`config.mk`:
```
export PLATFORM = sky130hd
export DESIGN_NAME = video_timing
export DESIGN_NICKNAME = d
export VERILOG_FILES = /design/src/rtl/video_timing.sv
export SDC_FILE = /design/constraint.sdc
export NUM_CORES = 1
export LEC_CHECK = 0
export ABC_AREA = 1
export BUFFER_PORTS_ARGS = -buffer_cell sky130_fd_sc_hd__buf_2
export CAP_MARGIN = 20
export CORE_ASPECT_RATIO = 0.7
export CORE_MARGIN = 3
export CORE_UTILIZATION = 45
export DETAILED_ROUTE_END_ITERATION = 7
export PLACE_DENSITY_LB_ADDON = 0.2
export SLEW_MARGIN = 30
export SYNTH_ARGS = -nofsm -noshare
export SYNTH_HDL_FRONTEND = slang
export SYNTH_SLANG_ARGS = --single-unit
```
`constraint.sdc`:
```
create_clock -name I_clock -period 2.39 [get_ports I_clock]
set_clock_uncertainty 0.05 [all_clocks]
set_input_delay 0.1195 -clock I_clock [delete_from_list [all_inputs] [get_ports I_clock]]
set_output_delay 0.1195 -clock I_clock [all_outputs]
set_load 0.02 [all_outputs]
```
`src/rtl/video_timing.sv`:
```
// Raster timing generator: dot/line counters with frame parity, blanking
// decodes and single-cycle event strobes qualified by the dot-clock enable.
module video_timing #(
  parameter int unsigned P_HTOTAL         = 341,
  parameter int unsigned P_VTOTAL         = 262,
  parameter int unsigned P_HVISIBLE       = 256,
  parameter int unsigned P_VVISIBLE       = 240,
  parameter int unsigned P_VBLANK_LINE    = 241,
  parameter int unsigned P_PRERENDER_LINE = 261,
  parameter int unsigned P_ODD_SKIP       = 1
) (
  input  logic        I_clock,
  input  logic        I_reset,
  input  logic        I_enable,
  input  logic        I_render_enable,
  output logic [15:0] O_hcount,
  output logic [15:0] O_vcount,
  output logic        O_not_hblank,
  output logic        O_not_vblank,
  output logic        O_odd_frame,
  output logic [15:0] O_control
);

  localparam logic [15:0] L_LAST_DOT  = 16'(P_HTOTAL - 1);
  localparam logic [15:0] L_SKIP_DOT  = 16'(P_HTOTAL - 2);
  localparam logic [15:0] L_LAST_LINE = 16'(P_VTOTAL - 1);
  localparam logic [15:0] L_HVISIBLE  = 16'(P_HVISIBLE);
  localparam logic [15:0] L_VVISIBLE  = 16'(P_VVISIBLE);
  localparam logic [15:0] L_VBLANK    = 16'(P_VBLANK_LINE);
  localparam logic [15:0] L_PRERENDER = 16'(P_PRERENDER_LINE);

  logic [15:0] hcount_reg, hcount_next;
  logic [15:0] vcount_reg, vcount_next;
  logic        odd_frame_reg, odd_frame_next;
  logic        skip_line;
  logic [15:0] last_dot;
  logic        line_start;

  // Render enable only matters on the odd-frame prerender line, so it is
  // effectively sampled at the candidate skip dot and nowhere else.
  always_comb begin
    skip_line      = (P_ODD_SKIP != 0) && odd_frame_reg && I_render_enable
                     && (vcount_reg == L_PRERENDER);
    last_dot       = skip_line ? L_SKIP_DOT : L_LAST_DOT;
    hcount_next    = hcount_reg;
    vcount_next    = vcount_reg;
    odd_frame_next = odd_frame_reg;
    if (I_enable) begin
      if (hcount_reg >= last_dot) begin
        hcount_next = 16'd0;
        if (vcount_reg >= L_LAST_LINE) begin
          vcount_next    = 16'd0;
          odd_frame_next = ~odd_frame_reg;
        end else begin
          vcount_next = vcount_reg + 16'd1;
        end
      end else begin
        hcount_next = hcount_reg + 16'd1;
      end
    end
  end

  always_ff @(posedge I_clock) begin
    if (I_reset) begin
      hcount_reg    <= 16'd0;
      vcount_reg    <= 16'd0;
      odd_frame_reg <= 1'b0;
    end else begin
      hcount_reg    <= hcount_next;
      vcount_reg    <= vcount_next;
      odd_frame_reg <= odd_frame_next;
    end
  end

  // Event strobes fire only in enabled cycles so each lasts one dot.
  assign line_start   = I_enable && (hcount_reg == 16'd0);
  assign O_hcount     = hcount_reg;
  assign O_vcount     = vcount_reg;
  assign O_odd_frame  = odd_frame_reg;
  assign O_not_hblank = (hcount_reg < L_HVISIBLE);
  assign O_not_vblank = (vcount_reg < L_VVISIBLE);
  assign O_control    = {11'd0,
                         line_start,
                         line_start && (vcount_reg == 16'd0),
                         (vcount_reg == L_PRERENDER) || O_not_vblank,
                         line_start && (vcount_reg == L_PRERENDER),
                         line_start && (vcount_reg == L_VBLANK)};

endmodule

```
==> PnR_summary.wiki, run 1 <==
{| class="wikitable"
! Metric !! Value
|-
| Area growth from synthesis to layout || 24.8%
|-
| Highest clock rate || 0.445 GHz
|-
| WHS || 197 ps
|-
| Clk_lat worst skew || 280 ps
|-
| Synthesized instance count || 258
|-
| Chip height || 59.4 um
|-
| Number of global-route vias before repair || 1541
|-
| Mapped Area || 1830 um^2
|-
| Required time worst endpoint || 2520 ps
|-
| Number of sinks driven by the clock tree || 33
|-
| Worst max-slew margin expressed relative to the limit || 64.9%
|-
| Distinct cell type count of the synthesized netlist || 32
|-
| Most common library cell in the layout ignoring fill and taps || nand2_1
|-
| Number of design-rule violations left by the first detailed-router iteration || 180
|-
| Number of rows created at floorplan || 18
|-
| Critical path peak fanout || 7
|-
| Placed wire-length estimate || 3.38 mm
|-
| Max-capacitance violation count || 0
|-
| Detailed-route wire length per cell || 12.9 um
|-
| Power density over the cells || 495 nW/um^2
|-
| Fraction of final layout cells sized beyond drive strength 1 || 30.4%
|-
| # nets final || 323
|-
| Type of the worst min-delay path || in -> reg
|-
| Crit share post-route || 94.1%
|-
| Worst slack after detailed placement || 70.1 ps
|-
| Min Clock Period, post-route || 2250 ps
|-
| Filler cells || 350
|-
| Pwr Total || 1.13 mW
|-
| Largest stage delay, worst path || 360 ps
|-
| Top-level port count || 55
|-
| # diodes || 0
|-
| Mean post-synth cell area || 7.11 um^2
|-
| Count of yosys warnings during synthesis || 0
|-
| Count of non-filler cells in the finished layout || 363
|-
| Most used cells in the layout excluding fill and tap cells || 44 x nand2_1, 43 x buf_2, 36 x nor2_1
|-
| Chain of cells forming the critical path || inv_4 > ha_4 > nand3_4 > nor2_4 > nand4_1 > ha_1 > o21ai_2 > nand3_1 > nand4_1 > nand2_1 > nand2_2 > nand2_4 > buf_6 > nand4_1 > nor2_1 > nor2_1
|-
| Final Hold Fails || 0
|-
| CTS clock-pin slew for the worst setup and hold paths || 70 ps
|-
| Number of pins with negative max-slew slack in the final report || 0
|-
| Critical Path End Type || flop
|-
| Overall via count from detail_route || 1817
|-
| Post-route worst setup slack || 142 ps
|-
| Overall Global Routing Usage || 19.2%
|-
| Standard cell core area || 3720 um^2
|-
| Maximum number of pins on one net before global-route repair || 23
|-
| Horiz. Die Dim || 82.3 um
|-
| Area of the die || 4890 um^2
|-
| Synthesized flop and latch total || 33
|-
| Number of buffers added by the clock tree synthesis step || 5
|-
| VDD IR-drop max || 311 uV
|-
| Average vias per placed instance || 5.01
|-
| Number of detailed-routing iterations run before antenna repair || 4
|-
| RSZ-0062 raised after global routing || yes
|-
| Overflow left after global routing || 0
|-
| Number of hold buffers added after CTS || 0
|-
| Total negative slack || 0 ps
|-
| Measured slew at the worst slew-check pin || 523 ps
|-
| Result of the run || finished clean
|-
| Number of input and output port buffers inserted || 43
|-
| Critical path start-end classification || reg -> reg
|-
| Count of final setup violators || 0
|-
| Leakage dissipation || 1.08 nW
|-
| Slowest cell on the critical path || dfxtp_4
|-
| Signal arrival time at the worst endpoint || 2370 ps
|-
| Global-route wire length before repair || 7.18 mm
|-
| Clk root buf || clkbuf_8
|-
| Buffer levels on the longest clock path || 2
|-
| Kind of start point of the critical path || flop
|-
| Effective utilization at floorplan || 49.4%
|-
| Depth of the CTS H-tree || 2
|-
| Routed WL || 4.67 mm
|-
| Critical Path Most Common Cell || nand4_1
|-
| Dpl cells || 350
|-
| Register area share after synthesis || 36.0%
|-
| Initial antenna violation count || 0
|-
| Remaining routing DRC violations || 0
|-
| Final Wtd Congestion || 0.903
|-
| Final ANT Viol Nets || 0
|-
| TritonCTS clock tree || yes
|}
[through the flow]
| stage | util (%) | instance area [um^2] |
|---|---|---|
| after global placement | 55.9 | 2080 |
| after global routing | 61.6 | 2290 |
| after CTS | 58.7 | 2180 |
| after detailed placement | 55.9 | 2080 |
| final | 61.6 | 2290 |
| after floorplan | - | 1870 |
[what timing repair did]
item	in CTS	in global routing
endpoints found under the setup margin	0	26
resized for setup	0	21
buffers inserted	0	6
[worst max-delay path, delay by kind of cell, from the launching register on]
family          cells  cell delay (ps)
compound gates      1               60
fa+ha+maj           2              440
buf+inv             2              180
flops               1              360
simple gates       11             1050
[final timing paths]
kind                                  start                        end  slack, ps  cells after the start
setup / recovery   O_vcount[1]$_SDFFE_PP0P_   O_odd_frame$_SDFFE_PP0P_        140                     16
hold / removal                      I_reset   O_hcount[9]$_SDFFE_PP0P_        200                      2
setup reg to reg   O_vcount[1]$_SDFFE_PP0P_   O_odd_frame$_SDFFE_PP0P_        140                     16
hold reg to reg   O_hcount[11]$_SDFFE_PP0P_  O_hcount[11]$_SDFFE_PP0P_        400                      2
[flip-flops by register name (all words and copies together) (netlist names)]
name and cells:
O_odd_frame 1, O_hcount 16, O_vcount 16
[logic make-up (layout without fill, tap and decap cells)]
group	after synthesis	count (layout)	share of synthesized area, %
adder cells (fa/ha/maj)	6	6	4.09
AND/OR/NAND/NOR	133	133	35.3
buffers and inverters	54	99	14.4
other	1	11	0.204
flip-flops	33	33	36.0
AO/OA/AOI/OAI	26	26	7.64
XOR/XNOR	5	5	2.39
[area by class of cell]
type | instances | area, um^2 | share of cell area (%)
inverters | 35 | 136 | 5.96
flip-flops and latches | 33 | 667 | 29.1
repair buffers | 57 | 328 | 14.3
clock buffers | 5 | 68.8 | 3.01
clock inverters | 2 | 35.0 | 1.53
well taps | 50 | 62.6 | 2.73
multi-input cells | 181 | 991 | 43.3
[cells in the mapped netlist (all sizes together)]
master | number | area share, %
clkinv | 1 | 0.27
clkbuf | 2 | 0.41
nand4 | 12 | 4.1
a21oi | 12 | 3.7
nand3 | 15 | 5.3
inv | 34 | 7.0
xor2 | 4 | 1.9
nor3 | 10 | 3.3
nor4 | 3 | 1.4
ha | 6 | 4.1
nand2 | 50 | 11
dfxtp | 33 | 36
xnor2 | 1 | 0.48
nor3b | 2 | 1.1
o21ai | 13 | 3.5
buf | 17 | 6.8
nor2 | 41 | 8.7
a211oi | 1 | 0.41
conb | 1 | 0.20
[routing by layer]
| layer | global-route usage [%] | up-vias | part of all wire (%) | routed length (um) |
|---|---|---|---|---|
| met4 | 5.69 | 0 | 0.99 | 46 |
| met5 | 0 | - | 0 | 0 |
| met3 | 5.47 | 8 | 10 | 467 |
| li1 | - | 913 | - | - |
| met1 | 28.6 | 810 | 49 | 2280 |
| met2 | 26.5 | 86 | 40 | 1870 |
[power breakdown]
part           total, mW  leakage (nW)  switching (mW)  internal (mW)
combinational     0.0733         0.757          0.0560         0.0173
sequential         0.555         0.268         0.00422          0.551
clock              0.503        0.0540           0.200          0.303
total               1.13          1.08           0.261          0.871
(Power assumes the default switching activity.)
==> run 2, diff against run 1 <==
BUFFER_PORTS_ARGS = unset   (was -buffer_cell sky130_fd_sc_hd__buf_2)
DONT_BUFFER_PORTS = 1   (was unset)
==> PnR_summary.wiki, run 2 (synthesized netlist as in run 1, its figures left out) <==
{| class="wikitable"
! Metric !! Value
|-
| Required time worst endpoint || 2510 ps (was 2520 ps)
|-
| Final Hold Fails || 0 (unchanged)
|-
| Reg2Reg Capture Point || O_vcount[1]$_SDFFE_PP0P_ (was O_odd_frame$_SDFFE_PP0P_)
|-
| Initial antenna violation count || 0 (unchanged)
|-
| Finished layout cell area || 2260 um^2 (was 2290 um^2)
|-
| Global-route wire length before repair || 7.13 mm (was 7.18 mm)
|-
| Critical path start-end classification || reg -> reg (unchanged)
|-
| Horiz. Die Dim || 82.3 um (unchanged)
|-
| Count of cells along the worst hold path || 4 (was 2)
|-
| Crit share post-route || 95.6% (was 94.1%)
|-
| Placed wire-length estimate || 3.34 mm (was 3.38 mm)
|-
| Measured slew at the worst slew-check pin || 878 ps (was 523 ps)
|-
| Number of design-rule violations left by the first detailed-router iteration || 138 (was 180)
|-
| Area of the die || 4890 um^2 (unchanged)
|-
| Dpl cells || 324 (was 350)
|-
| Count of non-filler cells in the finished layout || 341 (was 363)
|-
| Pwr Total || 1.19 mW (was 1.13 mW)
|-
| Buffer levels on the longest clock path || 2 (unchanged)
|-
| Final ANT Viol Nets || 0 (unchanged)
|-
| Count of final setup violators || 0 (unchanged)
|-
| Startpoint of the tightest hold check path || I_enable (was I_reset)
|-
| Top-level port count || 55 (unchanged)
|-
| Cell area after placement || 1990 um^2 (was 2080 um^2)
|-
| Kind of start point of the critical path || flop (unchanged)
|-
| TritonCTS clock tree || yes (unchanged)
|-
| Critical path peak fanout || 7 (unchanged)
|-
| Number of input and output port buffers inserted || 0 (was 43)
|-
| Number of pins with negative max-slew slack in the final report || 0 (unchanged)
|-
| Final Wtd Congestion || 0.900 (was 0.903)
|-
| Number of rows created at floorplan || 18 (unchanged)
|-
| Type of the worst min-delay path || in -> reg (unchanged)
|-
| Worst max-slew margin expressed relative to the limit || 41.3% (was 64.9%)
|-
| Chip height || 59.4 um (unchanged)
|-
| Overflow left after global routing || 0 (unchanged)
|-
| RR Startpoint || O_vcount[1]$_SDFFE_PP0P_ (unchanged)
|-
| Most used cells in the layout excluding fill and tap cells || 41 x nand2_1, 36 x nor2_1, 31 x dfxtp_1, 31 x inv_1, 30 x buf_4 (was 44 x nand2_1, 43 x buf_2, 36 x nor2_1)
|-
| Standard cell core area || 3720 um^2 (unchanged)
|-
| RSZ-0062 raised after global routing || yes (unchanged)
|-
| Number of global-route vias before repair || 1532 (was 1541)
|-
| Max-capacitance violation count || 0 (unchanged)
|-
| Worst Hold Endpoint || O_hcount[2]$_SDFFE_PP0P_ (was O_hcount[9]$_SDFFE_PP0P_)
|-
| WHS || 35.2 ps (was 197 ps)
|-
| Signal arrival time at the worst endpoint || 2400 ps (was 2370 ps)
|-
| Clk_lat worst skew || 290 ps (was 280 ps)
|-
| Critical Path End Type || flop (unchanged)
|-
| Min Clock Period, post-route || 2290 ps (was 2250 ps)
|-
| Overall Global Routing Usage || 19.1% (was 19.2%)
|-
| Remaining routing DRC violations || 0 (unchanged)
|-
| Routed WL || 4.71 mm (was 4.67 mm)
|-
| VDD IR-drop max || 427 uV (was 311 uV)
|-
| Clk root buf || clkbuf_8 (unchanged)
|-
| Depth of the CTS H-tree || 2 (unchanged)
|-
| Detailed-route wire length per cell || 13.8 um (was 12.9 um)
|-
| Effective utilization at floorplan || 49.4% (unchanged)
|-
| Area growth from synthesis to layout || 23.0% (was 24.8%)
|-
| Overall via count from detail_route || 1726 (was 1817)
|-
| Power density over the cells || 526 nW/um^2 (was 495 nW/um^2)
|-
| Highest clock rate || 0.437 GHz (was 0.445 GHz)
|-
| # nets final || 300 (was 323)
|-
| Most common library cell in the layout ignoring fill and taps || nand2_1 (unchanged)
|-
| Slack of the worst reg-to-reg path || 100 ps (was 140 ps)
|-
| Maximum number of pins on one net before global-route repair || 22 (was 23)
|-
| Fraction of final layout cells sized beyond drive strength 1 || 25.8% (was 30.4%)
|-
| Number of sinks driven by the clock tree || 33 (unchanged)
|-
| Filler cells || 353 (was 350)
|-
| Number of buffers added by the clock tree synthesis step || 5 (unchanged)
|-
| Leakage dissipation || 0.971 nW (was 1.08 nW)
|-
| Result of the run || finished clean (unchanged)
|-
| Average vias per placed instance || 5.06 (was 5.01)
|-
| # diodes || 0 (unchanged)
|-
| Number of detailed-routing iterations run before antenna repair || 4 (unchanged)
|-
| R2r worst-path depth || 16 (unchanged)
|-
| CTS clock-pin slew for the worst setup and hold paths || 70 ps (about the same)
|}
==> run 2: changes by cell type in the layout (fill, tap and decap cells not counted), moves of 3 or more <==
cell     change
buf_2       -43
buf_4       +18
a21oi_1      -3
a21oi_2      +3
nand2_1      -3
nand2_2      +3
==> run 2: through the flow <==
step                TNS (ps)  setup WS [ps]  utilization, %
finish                     0            104            60.7
global route            -771          -65.1            60.7
floorplan                  0            121               -
CTS                        0           39.6            57.3
detailed placement         0           69.8            53.6
global placement           0            162            53.6
==> run 2: worst max-delay path: stages, from the launching register on <==
cell      delay, ps
dfxtp_2         330
inv_2            80
ha_4            160
nand3_4          90
nor2_4           90
nand4_1          90
ha_1            310
o21ai_2          70
nand2_1          70
a21oi_1         140
nand2_1          80
nand2_2          80
nand2_4          80
nand3_4         150
clkinv_2        130
nand3_1          80
o21ai_0          90
==> run 2: power by group <==
part           switching [mW]  internal (mW)
Sequential            0.00492          0.552
Combinational          0.0542         0.0176
Clock                   0.219          0.339
==> run 2: how the worst max path moves through the flow <==
stage / start / end / cells after the start
after floorplan: O_vcount[0]$_SDFFE_PP0P_ / O_vcount[4]$_SDFFE_PP0P_ / 15
after global placement: O_vcount[1]$_SDFFE_PP0P_ / O_vcount[1]$_SDFFE_PP0P_ / 16
after detailed placement: O_vcount[1]$_SDFFE_PP0P_ / O_vcount[8]$_SDFFE_PP0P_ / 16
after CTS: O_vcount[1]$_SDFFE_PP0P_ / O_vcount[8]$_SDFFE_PP0P_ / 16
after global routing: O_vcount[1]$_SDFFE_PP0P_ / O_vcount[4]$_SDFFE_PP0P_ / 16
final: O_vcount[1]$_SDFFE_PP0P_ / O_vcount[1]$_SDFFE_PP0P_ / 16
==> run 2: cell type report <==
type	instances	area (um^2)	share of cell area (%)
multi-input combinational	181	1010	44.8
sequential	33	663	29.4
timing repair buffer	34	268	11.9
inverter	35	133	5.88
clock buffer	6	82.6	3.66
tap	50	62.6	2.77
clock inverter	2	37.5	1.66
==> run 2: per-layer routing <==
metal | part of all wire [%] | track usage, % | vias to the layer above
li1 | - | - | 868
met1 | 47 | 27.0 | 787
met2 | 43 | 26.4 | 66
met3 | 9.8 | 7.45 | 5
met4 | 0.57 | 5.69 | 0
met5 | 0 | 0 | -
==> run 2: timing repair <==
action                                  in CTS  in global routing
endpoints found under the setup margin       0                 25
hold buffers                                 2                  0
setup buffers                                0                  7
hold endpoints to repair                    22                  0
gates resized for setup                      0                 21
